$ cat src/rtl/uart_tx_pkg.sv
// uart_tx_pkg: shared state and line-mux encodings for the UART transmit path
package uart_tx_pkg;
    typedef enum logic [2:0] {IDLE, START, DATA, PARITY, STOP} state_t;
    localparam logic [1:0] MUX_IDLE  = 2'd0;
    localparam logic [1:0] MUX_START = 2'd1;
    localparam logic [1:0] MUX_DATA  = 2'd2;
    localparam logic [1:0] MUX_PAR   = 2'd3;
endpackage

$ cat src/rtl/uart_tx_ctrl_if.sv
// uart_tx_ctrl_if: host byte handshake, serializer control and line-mux signals
interface uart_tx_ctrl_if #(parameter int DATA_WIDTH = 8);
    logic [DATA_WIDTH-1:0] in_data;
    logic                  in_valid;
    logic                  in_ready;
    logic                  par_en;
    logic                  par_odd;
    logic [DATA_WIDTH-1:0] ser_pdata;
    logic                  ser_load;
    logic                  ser_en;
    logic                  ser_done;
    logic [1:0]            mux_sel;
    logic                  par_bit;
    logic                  busy;
    logic                  frame_done;
    modport master (
        output in_data, in_valid, par_en, par_odd, ser_done,
        input  in_ready, ser_pdata, ser_load, ser_en, mux_sel, par_bit, busy, frame_done
    );
    modport slave (
        input  in_data, in_valid, par_en, par_odd, ser_done,
        output in_ready, ser_pdata, ser_load, ser_en, mux_sel, par_bit, busy, frame_done
    );
endinterface

$ cat src/rtl/uart_parity_calc.sv
// uart_parity_calc: even/odd parity of a data word
module uart_parity_calc #(
    parameter int DATA_WIDTH = 8
) (
    input  logic [DATA_WIDTH-1:0] i_data,
    input  logic                  i_odd,
    output logic                  o_par
);
    assign o_par = (^i_data) ^ i_odd;
endmodule

$ cat src/rtl/uart_tx_ctrl.sv
// uart_tx_ctrl: UART transmit frame sequencer with a one-entry byte buffer
module uart_tx_ctrl
    import uart_tx_pkg::*;
#(
    parameter int DATA_WIDTH = 8,
    parameter int STOP_BITS  = 1
) (
    input logic           clk,
    input logic           rst,
    uart_tx_ctrl_if.slave bus
);
    state_t                r_state;
    state_t                w_next;
    logic [DATA_WIDTH-1:0] r_buf;
    logic                  r_full;
    logic                  r_par_en;
    logic                  r_par_bit;
    logic                  r_stop_cnt;
    logic                  w_load;
    logic                  w_en;
    logic                  w_done;
    logic                  w_last_stop;
    logic                  w_par;
    logic [1:0]            w_sel;

    uart_parity_calc #(.DATA_WIDTH(DATA_WIDTH)) u_par (
        .i_data (r_buf),
        .i_odd  (bus.par_odd),
        .o_par  (w_par)
    );

    assign w_last_stop = (STOP_BITS == 1) || r_stop_cnt;

    always_comb begin
        w_next = r_state;
        w_load = 1'b0;
        w_en   = 1'b0;
        w_done = 1'b0;
        w_sel  = MUX_IDLE;
        case (r_state)
            IDLE: begin
                w_load = r_full;
                w_next = r_full ? START : IDLE;
            end
            START: begin
                w_sel  = MUX_START;
                w_en   = 1'b1;
                w_next = DATA;
            end
            DATA: begin
                w_sel  = MUX_DATA;
                w_en   = !bus.ser_done;
                w_next = !bus.ser_done ? DATA : r_par_en ? PARITY : STOP;
            end
            PARITY: begin
                w_sel  = MUX_PAR;
                w_next = STOP;
            end
            STOP: begin
                // the next frame's load overlaps the final stop bit to avoid an idle gap
                w_done = w_last_stop;
                w_load = w_last_stop && r_full;
                w_next = !w_last_stop ? STOP : r_full ? START : IDLE;
            end
            default: w_next = IDLE;
        endcase
    end

    always_ff @(posedge clk or negedge rst) begin
        if (!rst) begin
            r_state    <= IDLE;
            r_buf      <= '0;
            r_full     <= 1'b0;
            r_par_en   <= 1'b0;
            r_par_bit  <= 1'b0;
            r_stop_cnt <= 1'b0;
        end else begin
            r_state    <= w_next;
            r_stop_cnt <= (r_state == STOP) && !w_last_stop;
            if (bus.in_valid && !r_full) begin
                r_buf  <= bus.in_data;
                r_full <= 1'b1;
            end else if (w_load) begin
                r_full <= 1'b0;
            end
            if (w_load) begin
                r_par_en  <= bus.par_en;
                r_par_bit <= w_par;
            end
        end
    end

    assign bus.in_ready   = !r_full;
    assign bus.ser_pdata  = r_buf;
    assign bus.ser_load   = w_load;
    assign bus.ser_en     = w_en;
    assign bus.mux_sel    = w_sel;
    assign bus.par_bit    = r_par_bit;
    assign bus.busy       = (r_state != IDLE);
    assign bus.frame_done = w_done;
endmodule

$ cat src/flat_wrapper.sv
// flat-port wrapper written by rule: the top's interface ports become plain ports
module uart_tx_ctrl_flat import uart_tx_pkg::*;
#(
    parameter int DATA_WIDTH = 8,
    parameter int STOP_BITS  = 1
)
  (clk, rst, bus_in_data, bus_in_valid, bus_par_en, bus_par_odd, bus_ser_done, bus_in_ready, bus_ser_pdata, bus_ser_load, bus_ser_en, bus_mux_sel, bus_par_bit, bus_busy, bus_frame_done);
  uart_tx_ctrl_if #(.DATA_WIDTH(DATA_WIDTH)) bus_i ();
  input logic clk;
  input logic rst;
  input wire logic [$bits(bus_i.in_data)-1:0] bus_in_data;
  input wire logic [$bits(bus_i.in_valid)-1:0] bus_in_valid;
  input wire logic [$bits(bus_i.par_en)-1:0] bus_par_en;
  input wire logic [$bits(bus_i.par_odd)-1:0] bus_par_odd;
  input wire logic [$bits(bus_i.ser_done)-1:0] bus_ser_done;
  output wire logic [$bits(bus_i.in_ready)-1:0] bus_in_ready;
  output wire logic [$bits(bus_i.ser_pdata)-1:0] bus_ser_pdata;
  output wire logic [$bits(bus_i.ser_load)-1:0] bus_ser_load;
  output wire logic [$bits(bus_i.ser_en)-1:0] bus_ser_en;
  output wire logic [$bits(bus_i.mux_sel)-1:0] bus_mux_sel;
  output wire logic [$bits(bus_i.par_bit)-1:0] bus_par_bit;
  output wire logic [$bits(bus_i.busy)-1:0] bus_busy;
  output wire logic [$bits(bus_i.frame_done)-1:0] bus_frame_done;
  assign bus_i.in_data = bus_in_data;
  assign bus_i.in_valid = bus_in_valid;
  assign bus_i.par_en = bus_par_en;
  assign bus_i.par_odd = bus_par_odd;
  assign bus_i.ser_done = bus_ser_done;
  assign bus_in_ready = bus_i.in_ready;
  assign bus_ser_pdata = bus_i.ser_pdata;
  assign bus_ser_load = bus_i.ser_load;
  assign bus_ser_en = bus_i.ser_en;
  assign bus_mux_sel = bus_i.mux_sel;
  assign bus_par_bit = bus_i.par_bit;
  assign bus_busy = bus_i.busy;
  assign bus_frame_done = bus_i.frame_done;
  uart_tx_ctrl #(.DATA_WIDTH(DATA_WIDTH), .STOP_BITS(STOP_BITS)) u_core (.clk(clk), .rst(rst), .bus(bus_i));
endmodule
$ cat config.mk
export PLATFORM = sky130hd
export DESIGN_NAME = uart_tx_ctrl_flat
export DESIGN_NICKNAME = d
export VERILOG_FILES = /design/src/rtl/uart_tx_pkg.sv /design/src/rtl/uart_tx_ctrl_if.sv /design/src/rtl/uart_parity_calc.sv /design/src/rtl/uart_tx_ctrl.sv /design/src/flat_wrapper.sv
export SDC_FILE = /design/constraint.sdc
export NUM_CORES = 1
export LEC_CHECK = 0
export ABC_AREA = 1
export CORE_MARGIN = 1.5
export CORE_UTILIZATION = 46
export CTS_BUF_LIST = sky130_fd_sc_hd__clkbuf_4 sky130_fd_sc_hd__clkbuf_8
export DETAILED_ROUTE_END_ITERATION = 6
export PLACE_DENSITY = 0.86
export SLEW_MARGIN = 20
export SYNTH_ARGS = -nofsm -noshare
export SYNTH_HDL_FRONTEND = slang
export SYNTH_SLANG_ARGS = --single-unit
$ cat constraint.sdc
create_clock -name clk -period 2 [get_ports clk]
set_input_delay 0.4 -clock clk [delete_from_list [all_inputs] [get_ports clk]]
set_output_delay 0.4 -clock clk [all_outputs]
set_load 0.1 [all_outputs]
==> impl_results.rst <==
.. list-table::
   :header-rows: 1

   * - Metric
     - Value
   * - Latest clock arrival within the worst-skew pair
     - 0.28 ns
   * - WP data required
     - 1.60 ns
   * - Count of antenna-violating nets left after detailed routing
     - 0
   * - Sum of routed wire segments on met1
     - 664 um
   * - Proportion of netlist area held by the largest area contributor
     - 48.7%
   * - Post-Syn Nets
     - 109
   * - Share of the cycle needed by the critical path after routing
     - 89.5%
   * - All-layer global routing usage
     - 21.5%
   * - Met3 wirelength from detailed routing
     - 80 um
   * - Number of remaining DRC errors
     - 0
   * - Relative area change from synthesis to final layout
     - 55.1%
   * - Buffer type at the clock tree root
     - clkbuf_4
   * - Critical Setup Path Class
     - flip-flop to primary output
   * - Max transition margin
     - 59.2%
   * - Cell type with the largest total area after synthesis
     - dfrtp_1
   * - Portion of the post-synthesis area used by sequential elements
     - 48.7%
   * - Antenna violations before repair
     - 0
   * - Dominant cells by area after synthesis
     - dfrtp_1 49%, nand2_1 16%, inv_1 7.3%
   * - Final setup fails
     - 0
   * - Arrival time worst endpoint
     - 1.39 ns
   * - Average cell area after synthesis
     - 7.57 sq um
   * - Horiz. Die Dim
     - 42.5 um
   * - Transition at the pin with the smallest max-transition slack
     - 0.610 ns
   * - Highest routed layer
     - met4
   * - Resized Gates After CTS
     - 0
   * - CP peak stage delay
     - 0.45 ns
   * - Clock-pin slew on the worst setup and hold paths
     - 0.08 ns
   * - Number of DRC markers after the initial detailed-route iteration
     - 15
   * - Unrepaired setup endpoints after global routing
     - false
   * - Worst-path maximum fanout
     - 3
   * - HPWL reported at the end of detailed placement
     - 1300 um
   * - Post-synth top flop
     - dfrtp_1
   * - Count of buffers inserted at the top-level ports
     - 29
   * - Most frequent cell after synthesis
     - nand2_1
   * - I/O pin count
     - 30
   * - Number of unique standard cell types used by synthesis
     - 15
   * - Path type of the worst min-delay path
     - primary input to async pin
   * - Number of synthesized flops with an enable pin
     - 0
   * - Maximum number of pins on one net before global-route repair
     - 16
   * - 1st-pass router iterations
     - 4
   * - Setup Buffers After CTS
     - 0
   * - Final Core Density
     - 75.0%
   * - Total standard cell area after synthesis
     - 719 sq um
   * - Number of hold-slack violations in the final timing report
     - 0
   * - WL final
     - 1660 um
   * - Cell with the largest stage delay on the worst path
     - dfrtp_1
   * - Share of cells above drive strength 1
     - 23.0%
   * - Clk_skew
     - 0.00158 ns
   * - Run status
     - finished clean
   * - Cells after synthesis
     - 95
   * - Routed length on met2
     - 887 um
   * - Global-route wire length before repair
     - 2850 um
   * - Placer congestion estimate
     - 0.807
   * - Final net count
     - 142
   * - Category of the worst setup path capture point
     - primary output
   * - Remaining global-route overflow
     - 0
   * - N_diodes
     - 0
   * - Area enclosed by the die boundary
     - 1810 sq um
   * - Ys async rst share
     - 100%
   * - Via/cell ratio
     - 4.96
   * - Number of buffers on the longest clock path
     - 2
   * - Max Freq
     - 558 MHz
   * - Row count
     - 14
   * - CTS Sinks
     - 14
   * - Maximum level of the CTS H-tree
     - 1
   * - Quantity of hold-fixing buffers added after cts
     - 0
   * - Total vias in the final route
     - 705
   * - Number of cells on the worst reg-to-reg path
     - 6
   * - Number of warnings printed during yosys synthesis
     - 0
   * - CTS buffer count
     - 3
   * - Wire length per cell after detailed routing
     - 11.7 um
   * - Max_cap viols
     - 0
   * - Initial core utilization
     - 48.3%
   * - Core footprint
     - 1490 sq um
   * - Nature of the critical path startpoint
     - flip-flop
   * - Number of global-route vias before repair
     - 659
   * - Slew Viols, Final
     - 0
   * - Post-layout minimum cycle time
     - 1.79 ns
   * - CTS tree
     - built
   * - Flip-flop and latch count after synthesis
     - 14
   * - Die Y
     - 42.5 um
   * - Ordered list of cells on the worst path
     - nor2_4 > nand2_1 > o21ai_4 > buf_12
   * - Top cells by instance count after synthesis
     - 30 x nand2_1, 14 x dfrtp_1, 14 x inv_1
-- placed cells by master (no fill, tap or decap) --
| cell type | synthesis | final |
|---|---|---|
| xor2_1 | 1 | 1 |
| dfrtp_1 | 14 | 14 |
| inv_2 | 1 | 1 |
| nand2_1 | 30 | 30 |
| xnor2_1 | 1 | 1 |
| inv_1 | 14 | 14 |
| o21a_1 | 1 | 1 |
| nor2_4 | 1 | 2 |
| mux2_2 | 2 | 2 |
| buf_12 | 0 | 7 |
| nand3_1 | 6 | 6 |
| o21ai_0 | 4 | 3 |
| clkbuf_4 | 0 | 3 |
| a21oi_1 | 6 | 6 |
| nor2_2 | 0 | 2 |
| clkdlybuf4s50_1 | 0 | 13 |
| buf_4 | 1 | 9 |
| o21ai_4 | 0 | 1 |
| nor2_1 | 11 | 8 |
| nand2_2 | 2 | 2 |
-- cell type report --
cell class,instances,area [sq um]
sequential,14,350
tap,16,20.0
clock buffer,3,22.5
fill,111,373
timing repair buffer,29,338
inverter,15,56.3
multi-input combinational,65,329
-- worst paths after layout --
check	slack [ns]	startpoint	to
max in group asynchronous	1.11	rst	u_core.r_par_en
worst min register to register	0.52	u_core.r_par_en	u_core.r_par_en
worst max-delay path	0.21	u_core.r_state[2]	bus_ser_en
min in group clk	0.52	u_core.r_par_en	u_core.r_par_en
worst max register to register	0.77	u_core.r_state[0]	u_core.bus.par_bit
worst min-delay path	0.50	rst	u_core.bus.ser_pdata[4]
-- through the flow --
stage | std cells | setup WS [ns] | setup TNS, ns | hold WS (ns) | cell area, sq um
floorplan | 95 | -0.220 | -0.220 | 0.104 | 743
global placement | 139 | 0.350 | 0 | 0.481 | 1090
detailed placement | 139 | 0.313 | 0 | 0.483 | 1090
CTS | 142 | 0.210 | 0 | 0.527 | 1120
global route | 142 | 0.154 | 0 | 0.553 | 1120
finish | 142 | 0.209 | 0 | 0.496 | 1120
-- state kept, by name, summed over array words and instances (netlist names) --
signal / cells
u_core.bus.ser_pdata: 8
u_core.r_par_en: 1
u_core.r_state: 3
u_core.r_full: 1
u_core.bus.par_bit: 1
-- metal layers --
metal  up-vias  GRT usage [%]
met5         -              0
met4         0           7.50
met3         5           5.17
met2        17           36.6
met1       330           26.4
li1        353              -
-- worst max-delay path, delay by kind of cell (launching register included) --
family	cells	cell delay, ns
flops	1	0.45
simple gates	2	0.30
buf+inv	1	0.19
compound gates	1	0.17
-- kinds of logic (layout without fill, tap and decap cells) --
kind of cell	Yosys count	in the layout	synth area share (%)
mux	2	2	3.13
xor+xnor	2	2	2.44
flops	14	14	48.7
buf+inv	16	47	8.87
compound gates	11	11	8.00
simple gates	50	50	28.9
Power is not shown: default switching activity piles up to over one toggle a cycle in this logic, so the estimate is an artifact.
